===== config.mk =====
export PLATFORM = sky130hd
export DESIGN_NAME = bp_be_stride_pf_gen
export DESIGN_NICKNAME = d
export VERILOG_FILES = /design/src/rtl/bp_be_stride_pf_gen.sv
export SDC_FILE = /design/constraint.sdc
export NUM_CORES = 1
export LEC_CHECK = 0
export CAP_MARGIN = 20
export CORE_ASPECT_RATIO = 1.1
export CORE_MARGIN = 3
export CORE_UTILIZATION = 47
export DETAILED_ROUTE_END_ITERATION = 10
export PLACE_DENSITY = 0.77
export SLEW_MARGIN = 20
export SYNTH_ARGS = -nofsm -noshare
export SYNTH_HDL_FRONTEND = slang
export SYNTH_SLANG_ARGS = --single-unit

===== constraint.sdc =====
create_clock -name clk_i -period 3.6 [get_ports clk_i]
set_clock_uncertainty 0.1 [all_clocks]
set_input_delay 0.72 -clock clk_i [delete_from_list [all_inputs] [get_ports clk_i]]
set_output_delay 0.72 -clock clk_i [all_outputs]
set_load 0.01 [all_outputs]

===== src/rtl/bp_be_stride_pf_gen.sv =====
// ----------------------------------------------------------------------------
// bp_be_stride_pf_gen
//
// Stride prefetch request generator fed by the backend Reference Prediction
// Table. A confirmed stride prediction, together with the effective address
// of the triggering load, starts a burst of virtual prefetch addresses
// (eff_addr + k*stride, k = 1..D). These are presented toward the D$
// prefetch port. The burst depth D depends on the RPT discovery flags:
// confirm -> pf_max_degree_p, start -> 1, otherwise pf_degree_p.
//
// Valid/ready contract (single statement for the whole block):
//   A request transfers in any cycle where pf_v_o & pf_ready_i. While
//   pf_v_o=1 and pf_ready_i=0, pf_vaddr_o and pf_pc_o hold stable, and
//   pf_v_o only drops without a handshake when flush_i aborts the burst.
//
// Optional feature: define BP_BE_PF_PAGE_FILTER_EN to end a burst, without
// issuing the request, once the next address leaves the 4 KiB page of the
// base (triggering) address. The default build issues every request.
//
// Parameters:
//   vaddr_width_p    virtual address width (39 in the default processor cfg)
//   stride_width_p   width of the incoming two's-complement stride
//   pf_degree_p      burst length for an ordinary stride hit
//   pf_max_degree_p  burst length on confirmed discovery (>= pf_degree_p)
//   drop_cnt_width_p width of the saturating drop counter
//
// Ports:
//   clk_i, reset_n_i     clock, asynchronous active-low reset
//   stride_v_i           stride prediction valid (single-cycle pulse)
//   stride_i             signed stride
//   pc_i                 PC of the striding load
//   eff_addr_i           effective address of the triggering load
//   start_discovery_i    RPT started a new discovery on this trigger
//   confirm_discovery_i  RPT confirmed discovery on this trigger
//   flush_i              synchronous abort of any burst in progress
//   pf_v_o, pf_vaddr_o, pf_pc_o, pf_ready_i   prefetch request channel
//   busy_o               burst in progress; triggers are dropped
//   drop_cnt_o           saturating count of dropped triggers
//   dbg_state_o          current FSM state (0 = e_idle, 1 = e_issue)
// ----------------------------------------------------------------------------
module bp_be_stride_pf_gen #(
    parameter int vaddr_width_p    = 39,
    parameter int stride_width_p   = 8,
    parameter int pf_degree_p      = 2,
    parameter int pf_max_degree_p  = 4,
    parameter int drop_cnt_width_p = 8
) (
    input  logic                        clk_i,
    input  logic                        reset_n_i,
    input  logic                        stride_v_i,
    input  logic [stride_width_p-1:0]   stride_i,
    input  logic [vaddr_width_p-1:0]    pc_i,
    input  logic [vaddr_width_p-1:0]    eff_addr_i,
    input  logic                        start_discovery_i,
    input  logic                        confirm_discovery_i,
    input  logic                        flush_i,
    output logic                        pf_v_o,
    output logic [vaddr_width_p-1:0]    pf_vaddr_o,
    output logic [vaddr_width_p-1:0]    pf_pc_o,
    input  logic                        pf_ready_i,
    output logic                        busy_o,
    output logic [drop_cnt_width_p-1:0] drop_cnt_o,
    output logic                        dbg_state_o
);

    localparam int rem_w = $clog2(pf_max_degree_p + 1);

    typedef enum logic {
        e_idle  = 1'b0,
        e_issue = 1'b1
    } state_e;

    state_e                        r_state;
    state_e                        w_state_nxt;
    logic                          w_busy;

    logic [vaddr_width_p-1:0]      r_next;
    logic [vaddr_width_p-1:0]      r_step;
    logic [vaddr_width_p-1:0]      r_pc;
    logic [rem_w-1:0]              r_remaining;
    logic                          r_pf_v;
    logic [drop_cnt_width_p-1:0]   r_drop_cnt;

    logic                          w_trigger;
    logic                          w_accept;
    logic                          w_drop;
    logic                          w_hs;
    logic                          w_last;
    logic [vaddr_width_p-1:0]      w_step;
    logic [vaddr_width_p-1:0]      w_first_addr;
    logic [vaddr_width_p-1:0]      w_adv_addr;
    logic [rem_w-1:0]              w_degree;
    logic                          w_first_ok;
    logic                          w_adv_ok;

    // A zero stride is not a trigger at all, so it is neither accepted nor
    // counted as a drop.
    assign w_trigger = stride_v_i && (stride_i != '0);
    assign w_accept  = w_trigger && (r_state == e_idle) && !flush_i;
    assign w_drop    = w_trigger && !w_accept;

    assign w_hs      = r_pf_v && pf_ready_i;
    assign w_last    = w_hs && (r_remaining == rem_w'(1));

    assign w_step       = {{(vaddr_width_p - stride_width_p){stride_i[stride_width_p-1]}}, stride_i};
    assign w_first_addr = eff_addr_i + w_step;
    assign w_adv_addr   = r_next + r_step;

    // Confirm wins over start when the RPT raises both.
    assign w_degree = confirm_discovery_i ? rem_w'(pf_max_degree_p)
                    : start_discovery_i   ? rem_w'(1)
                    :                       rem_w'(pf_degree_p);

`ifdef BP_BE_PF_PAGE_FILTER_EN
    // The base address is only needed to judge page crossings.
    logic [vaddr_width_p-1:0] r_base;

    always_ff @(posedge clk_i or negedge reset_n_i) begin
        if (!reset_n_i) begin
            r_base <= '0;
        end else if (w_accept) begin
            r_base <= eff_addr_i;
        end
    end

    assign w_first_ok = (eff_addr_i[vaddr_width_p-1:12] == w_first_addr[vaddr_width_p-1:12]);
    assign w_adv_ok   = (r_base[vaddr_width_p-1:12]     == w_adv_addr[vaddr_width_p-1:12]);
`else
    assign w_first_ok = 1'b1;
    assign w_adv_ok   = 1'b1;
`endif

    // ------------------------------------------------------------------
    // FSM state register
    // ------------------------------------------------------------------
    always_ff @(posedge clk_i or negedge reset_n_i) begin
        if (!reset_n_i) begin
            r_state <= e_idle;
        end else begin
            r_state <= w_state_nxt;
        end
    end

    // ------------------------------------------------------------------
    // FSM next-state / outputs
    // ------------------------------------------------------------------
    always_comb begin
        w_state_nxt = r_state;
        w_busy      = 1'b0;
        case (r_state)
            e_idle: begin
                if (w_accept) begin
                    w_state_nxt = e_issue;
                end
            end
            e_issue: begin
                w_busy = 1'b1;
                if (flush_i) begin
                    w_state_nxt = e_idle;
                end else if (!r_pf_v) begin
                    // Request suppressed by the page filter: burst ends.
                    w_state_nxt = e_idle;
                end else if (w_last) begin
                    w_state_nxt = e_idle;
                end
            end
            default: begin
                w_state_nxt = e_idle;
            end
        endcase
    end

    // ------------------------------------------------------------------
    // Burst datapath. r_pf_v is the registered request valid; it is
    // computed one cycle ahead so that a request the page filter rejects
    // never appears on pf_v_o.
    // ------------------------------------------------------------------
    always_ff @(posedge clk_i or negedge reset_n_i) begin
        if (!reset_n_i) begin
            r_next      <= '0;
            r_step      <= '0;
            r_pc        <= '0;
            r_remaining <= '0;
            r_pf_v      <= 1'b0;
        end else if (w_accept) begin
            r_next      <= w_first_addr;
            r_step      <= w_step;
            r_pc        <= pc_i;
            r_remaining <= w_degree;
            r_pf_v      <= w_first_ok;
        end else if (r_state == e_issue) begin
            if (flush_i) begin
                r_pf_v <= 1'b0;
            end else if (w_hs) begin
                r_next      <= w_adv_addr;
                r_remaining <= r_remaining - rem_w'(1);
                r_pf_v      <= !w_last && w_adv_ok;
            end
        end
    end

    // ------------------------------------------------------------------
    // Saturating drop counter; survives flush, cleared only by reset.
    // ------------------------------------------------------------------
    always_ff @(posedge clk_i or negedge reset_n_i) begin
        if (!reset_n_i) begin
            r_drop_cnt <= '0;
        end else if (w_drop && (r_drop_cnt != {drop_cnt_width_p{1'b1}})) begin
            r_drop_cnt <= r_drop_cnt + drop_cnt_width_p'(1);
        end
    end

    assign pf_v_o      = r_pf_v;
    assign pf_vaddr_o  = r_next;
    assign pf_pc_o     = r_pc;
    assign busy_o      = w_busy;
    assign drop_cnt_o  = r_drop_cnt;
    assign dbg_state_o = r_state;

endmodule


Word level (Yosys, flattened, before mapping)
Cells that the tools add are included.

storage, ports and cells
  register bits = 99
  input port bits = 93
  latch bits = 0
  bits in read-only memories = 0
  output and inout port bits = 89
  memories kept = 0
  RAM bits = 0

cells by class
  mux-type cells = 20
  reductions and logical operators = 16
  multiply operators = 0
  shifts and indexed selects = 0
  order comparisons = 0
  div/mod/pow operators = 0
  add/sub/neg operators = 4
  eq/ne operators = 3
  bitwise operators = 1

operator list
  cell                                                    number
  two-way mux 39 bit                                      4
  adder 39 bit                                            2
  two-way mux 3 bit                                       5
  two-way mux 1 bit                                       9
  adder 8 x 1 -> 8 bit (second input constant)            1
  inequality test 8 bit (second input constant)           1
  nonzero test 8 bit                                      1
  logical AND 1 bit                                       7
  nonzero test 2 bit                                      2
  == test 3 x 1 -> 1 bit (second input constant)          1
  logical NOT 1 bit                                       3
  AND reduction 3 bit                                     1
  nonzero test 3 bit                                      1
  subtractor 3 x 1 -> 3 bit (second input constant)       1
  two-way mux 2 bit                                       1
  inequality test 2 x 1 -> 1 bit (second input constant)  1
  one-hot mux 1 bit (2 select lines)                      1
  AND reduction 2 bit                                     1
  inverter 1 bit                                          1

Depth between registers and ports, before layout
Gate-level depths: netlist of the first run.

  depth after elaboration = 7
  mapped depth = 13

Worst setup path after synthesis of the first run
No wires, ideal clock.

  kind = reg-to-reg
  start point = reg r_step[7] (netlist name)
  end point = reg r_next[36], in the netlist pf_vaddr_o[36]
  library setup time = 0.072 ns
  data required time = 3.428 ns
  arrival = 3.193 ns
  slack = 0.235 ns
  period minus slack after synthesis = 3.365 ns
  cell stages (with the launch flop) = 13
  cells stage by stage = dfrtp_1 ha_1 clkbuf_1 a21o_1 a21o_1 a21o_1 a21o_1 a211o_1 a21oi_1 mux2_2 a32oi_1 o21ai_1 nor2_1

on the way
  word-level cells in the longest chain between the ends = 5

ends and longest elaborated chain
  item                  RTL line  text
  adder 39 bit          107       assign w_adv_addr = r_next + r_step;
  two-way mux 39 bit    194       end else if (w_hs) begin
  two-way mux 39 bit    192       if (flush_i) begin
  two-way mux 39 bit    191       end else if (r_state == e_issue) begin
  two-way mux 39 bit    185       end else if (w_accept) begin
  end signal, assigned  186       r_next <= w_first_addr;
  end signal, assigned  195       r_next <= w_adv_addr;
  end, declared         77        logic [vaddr_width_p-1:0] r_next;

No other way between the ends. The select of a mux whose other input is x is not followed.
A chain may end at the register's enable or synchronous reset.

Final worst setup path of the first run
  start point = in eff_addr_i[0]
  end point = reg r_next[38], in the netlist pf_vaddr_o[38]

on the way
  word-level cells in the longest chain between the ends = 2

ends and longest elaborated chain
  item                RTL line  text
  start, declared     53        input logic [vaddr_width_p-1:0] eff_addr_i,
  adder 39 bit        106       assign w_first_addr = eff_addr_i + w_step;
  two-way mux 39 bit  185

No other way between the ends.

==> qor.txt, run 1 <==
RUN STATUS
-----------------------------------------------------------------------------------------------------
Outcome                                                                                  complete, no violations

CLOCK NETWORK
-----------------------------------------------------------------------------------------------------
Hold buffer count at cts                                                                            0
Sinks on the clock net                                                                             99
Clock-pin slew reported for the worst setup and hold paths after clock tree synthesis         0.08 ns
Insertion delay of the later-clocked pin in the worst-skew pair                               0.36 ns
Worst-case clock buffer depth                                                                       2
Cell at the root of the clock tree                                                       sky130_fd_sc_hd__clkbuf_16
TritonCTS Buffers                                                                                   9
TritonCTS clock tree                                                                             done
Total number of H-tree levels                                                                       3

SYNTHESIS
-----------------------------------------------------------------------------------------------------
Post-synthesis compound-gate area fraction                                                      24.8%
Top cells by count, synth                                                                208 x sky130_fd_sc_hd__nand2_1, 99 x sky130_fd_sc_hd__dfrtp_1, 83 x sky130_fd_sc_hd__a21oi_1
Fraction of the mapped netlist area in simple logic gates                                       19.3%
Combinational family with the most area after synthesis                                  compound AO/OA/AOI/OAI gates
Largest cells by area after synthesis                                                    sky130_fd_sc_hd__dfrtp_1 31%, sky130_fd_sc_hd__ha_1 12%, sky130_fd_sc_hd__nand2_1 9.8%, sky130_fd_sc_hd__a21oi_1 5.2%, sky130_fd_sc_hd__xnor2_1 3.8%
Proportion of synthesized area in mux cells                                                     1.30%
Largest area contributor in the synthesized netlist                                      sky130_fd_sc_hd__dfrtp_1
Net count after synthesis                                                                        1140
Post-synth EDFFs                                                                                    0
Cells after Synth                                                                                 966
Avg Synthesized Cell Area                                                                  8.26 sq um
Number of synthesized register bits                                                                99
Area share of the leading cell type in the synthesized netlist                                  31.1%
Count of cell types in the netlist                                                                 74
Top FF cell, synth                                                                       sky130_fd_sc_hd__dfrtp_1
Cell with the most instances after synthesis                                             sky130_fd_sc_hd__nand2_1
Area share of xor/xnor cells in the synthesized design                                          7.58%
Area of the mapped netlist                                                                 7980 sq um
Synthesis Warnings                                                                                  0
Post-synthesis share of cell area spent on full adders, half adders and majority gates          12.9%
Sequential-to-total area share from yosys stat                                                  31.1%
Proportion of synthesized flip-flops having asynchronous set or reset                            100%

PLACEMENT
-----------------------------------------------------------------------------------------------------
Placed cell area                                                                          10600 sq um
Pre-CTS WS                                                                                  -0.286 ns
Dpl hpwl                                                                                     17900 um
Final RePlAce weighted congestion                                                               0.956
Placed cells                                                                                     1400
IO Port Bufs                                                                                      181

TIMING
-----------------------------------------------------------------------------------------------------
Upper clock frequency limit                                                                   297 MHz
Unrepaired setup endpoints after global routing                                                    no
Endpoints failing hold                                                                              0
Final sum of negative setup slack                                                                0 ns
Max-slew headroom                                                                               62.1%
Crit path time final                                                                          3.37 ns
Number of slew-limit violations in the final report                                                 0
Worst Tran Pin Value                                                                         0.565 ns
Period utilization                                                                              93.5%
Final setup violation count                                                                         0
Hold slack                                                                                   0.202 ns
Final setup margin                                                                           0.232 ns

POWER
-----------------------------------------------------------------------------------------------------
Peak supply drop                                                                             0.346 mV
P per Cell Area                                                                           722 nW/um^2
Switching Share                                                                                 43.1%
Clock network fraction of design power                                                          12.9%
Share of total power in combinational logic                                                     63.2%
Total internal power                                                                          4.49 mW
Leakage Power                                                                                 5.09 nW
Net switching power                                                                           3.40 mW
Fraction of power consumed by sequential logic                                                  23.9%
Total chip power                                                                              7.89 mW

DIE
-----------------------------------------------------------------------------------------------------
Area of the core                                                                          16500 sq um
Die Footprint                                                                             18600 sq um
Chip height                                                                                    143 um
Die extent in x                                                                                130 um
Top Ports                                                                                         182
Row cnt                                                                                            49
Effective utilization at floorplan                                                              48.4%

GLOBAL ROUTE
-----------------------------------------------------------------------------------------------------
Maximum number of pins on one net before global-route repair                                       66
First-pass GRT wire length                                                                   38300 um
Overall global routing resource usage                                                           25.4%
Number of global-route vias before repair                                                        8026
Number of antenna violations at the first check in global routing                                   0
Remaining Overflow, GRT                                                                             0

DRT
-----------------------------------------------------------------------------------------------------
Via count                                                                                        8017
Final wirelength                                                                             23300 um
Detailed router's first-iteration violation count                                                 426
Number of search-and-repair iterations in the first detailed-routing pass                           5
Via density                                                                                      5.66
Average wire per cell in the routed design                                                    16.4 um
Final antenna-violating net count                                                                   0
# DRC                                                                                               0

WORST SETUP PATH
-----------------------------------------------------------------------------------------------------
Launching element type of the critical path                                              primary input
Required time of the critical path                                                            3.73 ns
Crit end category                                                                           flip-flop
Top fanout value on the critical path                                                               3
Category of the critical setup timing path                                                  in -> reg
Arrival time of data at the critical path endpoint                                            3.50 ns

FINISH
-----------------------------------------------------------------------------------------------------
NumNets Final                                                                                    1382
Cell area after layout                                                                    10900 sq um
FF/Latch Area                                                                              2480 sq um
Post-route non-filler standard cell count                                                        1417
Share of layout cells above drive strength 1                                                    11.8%
Antenna Cells                                                                                       0
Filler Cell Count                                                                                1406
P&R area growth vs syn                                                                          36.9%
Multi-input gate area                                                                      5280 sq um
Final core utilization                                                                          66.2%

HOLD PATH
-----------------------------------------------------------------------------------------------------
Worst min-delay path class                                                                in -> async

RUN
-----------------------------------------------------------------------------------------------------
Maximum Capacitance Violations                                                                      0

-- repair_timing --
action	in CTS	in global routing
buffers inserted	0	1
resized for setup	0	8
endpoints found under the setup margin	0	9
-- power groups by stage --
stage	clock network [mW]	logic (mW)	registers [mW]
2_1_floorplan	0	2.90	2.01
3_3_place_gp	0	4.84	1.89
3_5_place_dp	0	4.92	1.90
4_1_cts	1.04	4.96	1.89
5_1_grt	1.08	5.50	1.94
6_report	1.02	4.98	1.89
-- cells in the final DEF (no fill, tap or decap), types with 6 or more instances in the layout --
master | synthesis | routed
sky130_fd_sc_hd__clkbuf_16 | 0 | 9
sky130_fd_sc_hd__nand2b_1 | 6 | 6
sky130_fd_sc_hd__dfrtp_1 | 99 | 99
sky130_fd_sc_hd__mux2i_1 | 7 | 7
sky130_fd_sc_hd__nand2_1 | 208 | 208
sky130_fd_sc_hd__a31oi_1 | 10 | 10
sky130_fd_sc_hd__o21a_1 | 9 | 9
sky130_fd_sc_hd__nand3_1 | 17 | 17
sky130_fd_sc_hd__o21ai_0 | 39 | 39
sky130_fd_sc_hd__nor2_1 | 49 | 49
sky130_fd_sc_hd__o22ai_1 | 22 | 22
sky130_fd_sc_hd__nand4_1 | 17 | 17
sky130_fd_sc_hd__and2_1 | 8 | 8
sky130_fd_sc_hd__buf_4 | 2 | 86
sky130_fd_sc_hd__a21oi_1 | 83 | 82
sky130_fd_sc_hd__a21o_1 | 39 | 39
sky130_fd_sc_hd__a211oi_1 | 11 | 11
sky130_fd_sc_hd__inv_1 | 23 | 23
sky130_fd_sc_hd__clkdlybuf4s50_1 | 0 | 178
sky130_fd_sc_hd__xor2_1 | 34 | 34
sky130_fd_sc_hd__ha_1 | 79 | 78
sky130_fd_sc_hd__o21ai_1 | 11 | 10
sky130_fd_sc_hd__xnor2_1 | 35 | 35
sky130_fd_sc_hd__o211ai_1 | 6 | 6
sky130_fd_sc_hd__nor3_1 | 16 | 15
sky130_fd_sc_hd__o31ai_1 | 6 | 6
-- area by class of cell --
cell class                 instances  area share, %
clock buffer                       9           2.06
clock inverter                     7          0.790
inverter                          23          0.790
multi-input combinational        806           48.3
sequential                        99           22.7
tap                              204           2.34
timing repair buffer             269           23.0
-- worst max-delay path, stage by stage --
cell and delay, ns:
sky130_fd_sc_hd__clkdlybuf4s50_1 0.46, sky130_fd_sc_hd__ha_2 0.17, sky130_fd_sc_hd__inv_1 0.05, sky130_fd_sc_hd__fa_2 0.34, sky130_fd_sc_hd__nor2b_2 0.14, sky130_fd_sc_hd__o31a_1 0.27, sky130_fd_sc_hd__o31ai_4 0.10, sky130_fd_sc_hd__a2111oi_2 0.37
sky130_fd_sc_hd__buf_4 0.18, sky130_fd_sc_hd__o21ai_1 0.05, sky130_fd_sc_hd__nand2_1 0.11, sky130_fd_sc_hd__nand4_1 0.13, sky130_fd_sc_hd__a21oi_2 0.16, sky130_fd_sc_hd__xnor2_1 0.13, sky130_fd_sc_hd__a22oi_1 0.10
-- flip-flops by register name, summed over array words and instances, names as in the netlist --
name	flops
dbg_state_o	1
drop_cnt_o	8
pf_pc_o	39
pf_v_o	1
pf_vaddr_o	39
r_remaining	3
r_step	8
-- path summary, 6_finish.rpt --
check                                        from                          to  slack (ns)  cells after the start
max                                 eff_addr_i[0]  pf_vaddr_o[38]$_DFFE_PN0P_        0.23                     15
min                                     reset_n_i     pf_pc_o[37]$_DFFE_PN0P_        0.20                      1
max reg2reg                 r_step[7]$_DFFE_PN0P_  pf_vaddr_o[35]$_DFFE_PN0P_        0.33                     11
min reg2reg                pf_pc_o[2]$_DFFE_PN0P_      pf_pc_o[2]$_DFFE_PN0P_        0.38                      2
max in group asynchronous               reset_n_i  pf_vaddr_o[24]$_DFFE_PN0P_        2.48                      2
min in group clk_i         pf_pc_o[2]$_DFFE_PN0P_      pf_pc_o[2]$_DFFE_PN0P_        0.38                      2
-- cell families (layout without fill, tap and decap cells) --
| family | Yosys count | count (layout) |
|---|---|---|
| AO/OA/AOI/OAI | 295 | 295 |
| XOR/XNOR | 69 | 69 |
| adder cells (fa/ha/maj) | 81 | 81 |
| buffers and inverters | 61 | 308 |
| flip-flops | 99 | 99 |
| multiplexers | 10 | 10 |
| AND/OR/NAND/NOR | 351 | 351 |
-- layer usage --
metal  vias to the layer above  part of all wire (%)  global-route usage [%]
met5                         -                     0                       0
met2                       232                    50                    44.7
met1                      3779                    42                    31.1
met4                         0                   1.9                    7.71
li1                       3977                     -                       -
met3                        29                   6.3                    5.20
No activity file was read; power rests on OpenSTA's default activity.
==> run 2, diff against run 1 <==
Settings changed: CORE_ASPECT_RATIO 1.1 to not set.
==> run 2 against run 1 <==
Effect of this change:
- sequential power is essentially flat
- non-clock buffer count shrank 4
- die area is essentially flat
- critical path type unchanged
==> qor.txt, run 2 (same netlist as run 1, synthesis figures left out) <==
RUN STATUS
----------------------------------------------------------------------------------------------------
Outcome                                                                                 complete, no violations

GLOBAL ROUTE
----------------------------------------------------------------------------------------------------
Number of antenna violations at the first check in global routing                                  0   unchanged
First-pass GRT wire length                                                                  37300 um   -2.4%
Number of global-route vias before repair                                                       7781   -3.1%
Maximum number of pins on one net before global-route repair                                      57   -14%
Overall global routing resource usage                                                          24.7%   -0.67 points
Remaining Overflow, GRT                                                                            0   unchanged

CLOCK NETWORK
----------------------------------------------------------------------------------------------------
TritonCTS Buffers                                                                                  9   unchanged
Count of buffers added by post-CTS timing repair for setup                                         0   unchanged
TritonCTS clock tree                                                                            done
Sinks on the clock net                                                                            99   unchanged
Hold buffer count at cts                                                                           0   unchanged
Clock-pin slew reported for the worst setup and hold paths after clock tree synthesis        0.09 ns   about the same
Insertion delay of the later-clocked pin in the worst-skew pair                              0.36 ns   about the same
CTS resizes                                                                                        0   unchanged
Worst-case clock buffer depth                                                                      2   unchanged
Cell at the root of the clock tree                                                      sky130_fd_sc_hd__clkbuf_16
Total number of H-tree levels                                                                      3   unchanged

TIMING
----------------------------------------------------------------------------------------------------
Number of slew-limit violations in the final report                                                0   unchanged
Final setup violation count                                                                        0   unchanged
Endpoints failing hold                                                                             0   unchanged
Upper clock frequency limit                                                                  288 MHz   -3.1%
Final setup margin                                                                          0.126 ns   -0.106 ns
Period utilization                                                                             96.5%   +3.0 points
Hold slack                                                                                  0.291 ns   +0.0888 ns
Crit path time final                                                                         3.47 ns   +0.106 ns
Max-slew headroom                                                                              53.6%   -8.6 points
Final sum of negative setup slack                                                               0 ns   unchanged
Worst Tran Pin Value                                                                        0.697 ns   +0.131 ns

WORST SETUP PATH
----------------------------------------------------------------------------------------------------
Reg2Reg Launch Point                                                                    r_step[7]$_DFFE_PN0P_
FF-to-FF End                                                                            pf_vaddr_o[37]$_DFFE_PN0P_
Required time of the critical path                                                           3.71 ns   -0.02 ns
Arrival time of data at the critical path endpoint                                           3.59 ns   +0.09 ns
Launching element type of the critical path                                             primary input
Logic depth of the worst register-to-register path                                                12   +1
Crit end category                                                                          flip-flop
Category of the critical setup timing path                                                 in -> reg
Top fanout value on the critical path                                                              3   unchanged
Worst reg-to-reg setup slack                                                                 0.39 ns   +0.06 ns
Critical Path Source                                                                     stride_i[0]

FINISH
----------------------------------------------------------------------------------------------------
NumNets Final                                                                                   1378   -0.29%
Antenna Cells                                                                                      0   unchanged
P&R area growth vs syn                                                                         36.8%   about the same
Most common library cell in the layout ignoring fill and taps                           sky130_fd_sc_hd__nand2_1
Most used cells in the layout excluding fill and tap cells                              208 x sky130_fd_sc_hd__nand2_1, 179 x sky130_fd_sc_hd__clkdlybuf4s50_1, 98 x sky130_fd_sc_hd__dfrtp_1, 83 x sky130_fd_sc_hd__buf_4, 82 x sky130_fd_sc_hd__a21oi_1
Post-route non-filler standard cell count                                                       1429   +0.85%
Cell area after layout                                                                   10900 sq um   about the same
Share of layout cells above drive strength 1                                                   11.5%   -0.29 points
Final core utilization                                                                         65.8%   -0.42 points

DRT
----------------------------------------------------------------------------------------------------
Final antenna-violating net count                                                                  0   unchanged
Via density                                                                                     5.57   -1.5%
Average wire per cell in the routed design                                                   16.2 um   -1.2%
# DRC                                                                                              0   unchanged
Via count                                                                                       7962   -0.69%
Number of search-and-repair iterations in the first detailed-routing pass                          5   unchanged
Final wirelength                                                                            23200 um   -0.36%
Detailed router's first-iteration violation count                                                400   -6.1%

DIE
----------------------------------------------------------------------------------------------------
Row cnt                                                                                           47   -4.1%
Effective utilization at floorplan                                                             48.1%   -0.27 points
Die extent in x                                                                               136 um   +4.7%
Die Footprint                                                                            18600 sq um   about the same
Chip height                                                                                   136 um   -4.5%
Top Ports                                                                                        182   unchanged
Area of the core                                                                         16600 sq um   +0.55%

PLACEMENT
----------------------------------------------------------------------------------------------------
Pre-CTS WS                                                                                 -0.258 ns   +0.0286 ns
Dpl hpwl                                                                                    18100 um   +0.93%
Final RePlAce weighted congestion                                                              0.930   -2.7%
Placed cell area                                                                         10600 sq um   -0.14%
IO Port Bufs                                                                                     181   unchanged
Placed cells                                                                                    1413   +0.93%

POWER
----------------------------------------------------------------------------------------------------
Peak supply drop                                                                            0.418 mV   +21%
Total chip power                                                                             7.78 mW   -1.4%
P per Cell Area                                                                          713 nW/um^2   -1.3%
Leakage Power                                                                                5.06 nW   -0.69%

HOLD PATH
----------------------------------------------------------------------------------------------------
Worst min-delay path class                                                               in -> async

RUN
----------------------------------------------------------------------------------------------------
Maximum Capacitance Violations                                                                     0   unchanged

run 2: cell types whose count changed in the layout (fill, tap and decap cells not counted), sizes merged:
cell and change:
dlymetal6s2s -1, buf -4, clkdlybuf4s50 +1, clkinv +1, inv -1
run 2: metal layers:
metal	track usage [%]	up-vias	share of wire, %
li1	-	3973	-
met2	42.1	224	49
met1	32.1	3736	43
met4	7.33	0	1.8
met5	0	-	0
met3	4.26	29	6.0
run 2: final cells by class:
cell class,count,area (sq um)
clock inverters,7,91.3
multi-input cells,806,5290
repair buffers,265,2470
flip-flops and latches,99,2480
well taps,220,275
clock buffers,9,225
inverters,23,86.3
fillers,1424,5670
run 2: power by group:
part	total (mW)	internal, mW	switching (mW)	leakage [nW]
clock network	1.01	0.503	0.505	0.152
logic	4.86	2.38	2.48	3.71
registers	1.91	1.52	0.391	1.20
run 2: how the worst max path moves through the flow:
stage,endpoint,slack [ns],cells after the start
finish,pf_vaddr_o[38]$_DFFE_PN0P_,0.13,15
global route,pf_vaddr_o[38]$_DFFE_PN0P_,-0.006,15
CTS,pf_vaddr_o[33]$_DFFE_PN0P_,0.10,13
detailed placement,pf_vaddr_o[38]$_DFFE_PN0P_,-0.26,15
global placement,pf_vaddr_o[38]$_DFFE_PN0P_,-0.21,15
floorplan,pf_vaddr_o[36]$_DFFE_PN0P_,0.24,12
run 2: worst max-delay path, stage by stage:
cell and delay (ns):
sky130_fd_sc_hd__clkdlybuf4s50_1 0.48, sky130_fd_sc_hd__ha_1 0.16, sky130_fd_sc_hd__inv_1 0.06, sky130_fd_sc_hd__fa_2 0.37
sky130_fd_sc_hd__nor2b_2 0.13, sky130_fd_sc_hd__o31a_1 0.26, sky130_fd_sc_hd__o31ai_4 0.12, sky130_fd_sc_hd__a2111oi_4 0.40
sky130_fd_sc_hd__buf_4 0.19, sky130_fd_sc_hd__o21ai_1 0.06, sky130_fd_sc_hd__nand2_1 0.13, sky130_fd_sc_hd__nand4_1 0.12
sky130_fd_sc_hd__a21oi_2 0.16, sky130_fd_sc_hd__xnor2_1 0.13, sky130_fd_sc_hd__a22oi_1 0.10
==> run 3, diff against run 2 <==
Settings changed: ABC_AREA set to 1, CAP_MARGIN 20 to not set, CORE_UTILIZATION 47 to 49, PLACE_DENSITY 0.77 to 0.76.
==> run 3 against run 2 <==
Effect of this change:
- wire length up 34%
- die area grew 18%
- global-route usage up 3.7 points
- synthesized cell count rose by 74%
- critical endpoint is now pf_vaddr_o[33]$_DFFE_PN0P_
- largest cell class unchanged
==> qor.txt, run 3 <==
WORST SETUP PATH
----------------------------------------------------------------------------------------------------
Category of the critical setup timing path                                                reg -> reg
Family with the most delay on the worst path                                              flip-flops
Crit end category                                                                          flip-flop
Critical path, cell by cell                                                             buf_4, ha_1, a21oi_1, nand2_1, a21oi_1, nor2_1, nor2_1, nand2_1, nand2_1, nand3_1, nand2_1, nand2_1, nand2_1
CP bufs+invs                                                                                       1   -2
Reg2Reg Launch Point                                                                    r_step[7]$_DFFE_PN0P_
Worst reg-to-reg setup slack                                                                 0.58 ns   +0.19 ns
Logic depth of the worst setup path including buffers                                             13   -2
Logic depth of the worst register-to-register path                                                13   +1
Top fanout value on the critical path                                                             20   +17
CP dominant cell by count                                                               sky130_fd_sc_hd__nand2_1
Required time of the critical path                                                           3.80 ns   +0.09 ns
Arrival time of data at the critical path endpoint                                           3.21 ns   -0.38 ns
FF-to-FF End                                                                            pf_vaddr_o[33]$_DFFE_PN0P_
Biggest cell delay along the critical path                                                   0.88 ns   +0.40 ns
Launching element type of the critical path                                                flip-flop
Highest-delay cell along the critical path                                              sky130_fd_sc_hd__dfrtp_1

FINISH
----------------------------------------------------------------------------------------------------
Share of layout cells above drive strength 1                                                   2.89%   -8.6 points
Cell area after layout                                                                   12300 sq um   +13%
NumNets Final                                                                                   2039   +48%
Multi-input gate area                                                                     6320 sq um   +19%
Antenna Cells                                                                                      0   unchanged
Final core utilization                                                                         62.8%   -3.0 points
Most used cells in the layout excluding fill and tap cells                              761 x sky130_fd_sc_hd__nand2_1, 245 x sky130_fd_sc_hd__inv_1, 180 x sky130_fd_sc_hd__clkdlybuf4s50_1, 131 x sky130_fd_sc_hd__nor2_1, 99 x sky130_fd_sc_hd__dfrtp_1
FF/Latch Area                                                                             2480 sq um   about the same
Filler Cell Count                                                                               1944   +37%
P&R area growth vs syn                                                                         24.6%
Most common library cell in the layout ignoring fill and taps                           sky130_fd_sc_hd__nand2_1

DRT
----------------------------------------------------------------------------------------------------
# DRC                                                                                              0   unchanged
Detailed router's first-iteration violation count                                                751   +88%
Final antenna-violating net count                                                                  0   unchanged
Via count                                                                                      11000   +39%
Final wirelength                                                                            31200 um   +34%
Number of search-and-repair iterations in the first detailed-routing pass                          7   +2
Average wire per cell in the routed design                                                   14.6 um   -10%
Via density                                                                                     5.17   -7.2%

CLOCK NETWORK
----------------------------------------------------------------------------------------------------
CTS resizes                                                                                        0   unchanged
Insertion delay of the later-clocked pin in the worst-skew pair                              0.37 ns   about the same
TritonCTS Buffers                                                                                  9   unchanged
Cell at the root of the clock tree                                                      sky130_fd_sc_hd__clkbuf_16
Clock-pin slew reported for the worst setup and hold paths after clock tree synthesis        0.08 ns   about the same
Worst-case clock buffer depth                                                                      2   unchanged
Count of buffers added by post-CTS timing repair for setup                                         0   unchanged
Total number of H-tree levels                                                                      3   unchanged
TritonCTS clock tree                                                                            done
Hold buffer count at cts                                                                           0   unchanged
Sinks on the clock net                                                                            99   unchanged

PLACEMENT
----------------------------------------------------------------------------------------------------
Dpl hpwl                                                                                    25100 um   +39%
IO Port Bufs                                                                                     181   unchanged
Final RePlAce weighted congestion                                                              0.993   +6.8%
Placed cell area                                                                         12000 sq um   +14%
Pre-CTS WS                                                                                  0.239 ns   +0.497 ns

DIE
----------------------------------------------------------------------------------------------------
Die Footprint                                                                            22000 sq um   +18%
Chip height                                                                                   148 um   +8.8%
Effective utilization at floorplan                                                             50.4%   +2.3 points
Die extent in x                                                                               148 um   +8.8%
Area of the core                                                                         19700 sq um   +19%
Top Ports                                                                                        182   unchanged
Row cnt                                                                                           51   +8.5%

GLOBAL ROUTE
----------------------------------------------------------------------------------------------------
Remaining Overflow, GRT                                                                            0   unchanged
Number of antenna violations at the first check in global routing                                  0   unchanged
Maximum number of pins on one net before global-route repair                                      68   +19%
First-pass GRT wire length                                                                  51200 um   +37%
Number of global-route vias before repair                                                      10600   +36%
Overall global routing resource usage                                                          28.4%   +3.7 points

TIMING
----------------------------------------------------------------------------------------------------
Worst Tran Pin Value                                                                        0.820 ns   +0.124 ns
Final sum of negative setup slack                                                               0 ns   unchanged
Upper clock frequency limit                                                                  331 MHz   +15%
Crit path time final                                                                         3.02 ns   -0.456 ns
Period utilization                                                                             83.8%   -13 points
Final setup margin                                                                          0.582 ns   +0.456 ns
Endpoints failing hold                                                                             0   unchanged
Max-slew headroom                                                                              45.3%   -8.2 points
Final setup violation count                                                                        0   unchanged
Unrepaired setup endpoints after global routing                                                   no
Number of slew-limit violations in the final report                                                0   unchanged
Hold slack                                                                                  0.176 ns   -0.115 ns

RUN STATUS
----------------------------------------------------------------------------------------------------
Outcome                                                                                 complete, no violations

SYNTHESIS
----------------------------------------------------------------------------------------------------
Largest area contributor in the synthesized netlist                                     sky130_fd_sc_hd__nand2_1
Proportion of synthesized flip-flops having asynchronous set or reset                           100%   unchanged
Cell with the most instances after synthesis                                            sky130_fd_sc_hd__nand2_1
Synthesis Warnings                                                                                 0   unchanged
Net count after synthesis                                                                       1858   +63%
Sequential-to-total area share from yosys stat                                                 25.0%   -6.1 points
Cells after Synth                                                                               1684   +74%
Area share of the leading cell type in the synthesized netlist                                 28.8%   -2.2 points
Top FF cell, synth                                                                      sky130_fd_sc_hd__dfrtp_1
Area of the mapped netlist                                                                9910 sq um   +24%
Largest cells by area after synthesis                                                   sky130_fd_sc_hd__nand2_1 29%, sky130_fd_sc_hd__dfrtp_1 25%, sky130_fd_sc_hd__ha_1 10%, sky130_fd_sc_hd__inv_1 9.3%, sky130_fd_sc_hd__nor2_1 5.0%
Number of synthesized register bits                                                               99   unchanged
Avg Synthesized Cell Area                                                                 5.89 sq um   -29%
Top cells by count, synth                                                               761 x sky130_fd_sc_hd__nand2_1, 245 x sky130_fd_sc_hd__inv_1, 131 x sky130_fd_sc_hd__nor2_1
Count of cell types in the netlist                                                                40   -46%
Post-synth EDFFs                                                                                   0   unchanged

POWER
----------------------------------------------------------------------------------------------------
Net switching power                                                                          3.65 mW   +8.2%
Total internal power                                                                         3.89 mW   -11%
Leakage Power                                                                                6.83 nW   +35%
Clock network fraction of design power                                                         13.5%   +0.5 points
Switching Share                                                                                48.4%   +5.0 points
P per Cell Area                                                                          611 nW/um^2   -14%
Share of total power in combinational logic                                                    61.9%   -0.6 points
Peak supply drop                                                                            0.371 mV   -11%
Fraction of power consumed by sequential logic                                                 24.6%   about the same

HOLD PATH
----------------------------------------------------------------------------------------------------
Worst min-delay path class                                                               in -> async

RUN
----------------------------------------------------------------------------------------------------
Maximum Capacitance Violations                                                                     0   unchanged

==> run 3: cell types whose count changed after synthesis, moves of 9 or more <==
| cell | delta |
|---|---|
| sky130_fd_sc_hd__a21oi_1 | -9 |
| sky130_fd_sc_hd__nand3_1 | +80 |
| sky130_fd_sc_hd__xnor2_1 | -26 |
| sky130_fd_sc_hd__inv_1 | +222 |
| sky130_fd_sc_hd__nand2_1 | +553 |
| sky130_fd_sc_hd__clkbuf_1 | -18 |
| sky130_fd_sc_hd__o22ai_1 | -21 |
| sky130_fd_sc_hd__nor2_1 | +82 |
| sky130_fd_sc_hd__xor2_1 | -16 |
| sky130_fd_sc_hd__a211oi_1 | -11 |
| sky130_fd_sc_hd__nand4_1 | -12 |
| sky130_fd_sc_hd__a21o_1 | -39 |
| sky130_fd_sc_hd__o21ai_0 | +14 |
==> run 3: worst max-delay path by stage <==
stage                                            end                   from  slack (ns)
final                     pf_vaddr_o[33]$_DFFE_PN0P_  r_step[7]$_DFFE_PN0P_        0.58
after floorplan           pf_vaddr_o[24]$_DFFE_PN0P_            stride_i[0]        1.14
after global routing      pf_vaddr_o[33]$_DFFE_PN0P_  r_step[7]$_DFFE_PN0P_        0.30
after global placement    pf_vaddr_o[32]$_DFFE_PN0P_            stride_i[0]        0.30
after CTS                 pf_vaddr_o[24]$_DFFE_PN0P_            stride_i[0]        0.63
after detailed placement  pf_vaddr_o[24]$_DFFE_PN0P_            stride_i[0]        0.24
==> run 3: area by class of cell <==
type	instances	area share (%)
Clock buffer	9	1.82
Tap cell	265	2.69
Sequential cell	99	20.1
Timing Repair Buffer	197	16.0
Inverter	248	7.54
Clock inverter	7	0.709
Multi-Input combinational cell	1310	51.2
==> run 3: cell families after synthesis <==
family	share of synthesized area [%]
AOI/OAI and AO/OA	8.23
xor gates and xnor gates	2.39
adders and majority gates	10.4
buffers and inverters	11.3
DFF	25.0
and+or+nand+nor	42.7
==> run 3: routing by layer <==
| metal | global-route usage, % | wire length (um) |
|---|---|---|
| met1 | 38.2 | 13600 |
| met4 | 6.61 | 495 |
| met2 | 47.0 | 14400 |
| met3 | 6.37 | 2660 |
| met5 | 0 | 0 |
==> run 3: stage by stage <==
step	total power [mW]	instances
after floorplan	4.74	1684
after global routing	8.23	2135
after CTS	7.51	2135
after detailed placement	6.45	2119
after global placement	6.38	2119
final	7.55	2135
==> run 3: power groups by stage <==
| stage | clock, mW | combinational (mW) | sequential, mW |
|---|---|---|---|
| after floorplan | 0 | 2.82 | 1.92 |
| after global placement | 0 | 4.52 | 1.86 |
| after detailed placement | 0 | 4.58 | 1.87 |
| after CTS | 1.04 | 4.62 | 1.85 |
| after global routing | 1.08 | 5.25 | 1.90 |
| final | 1.02 | 4.67 | 1.86 |
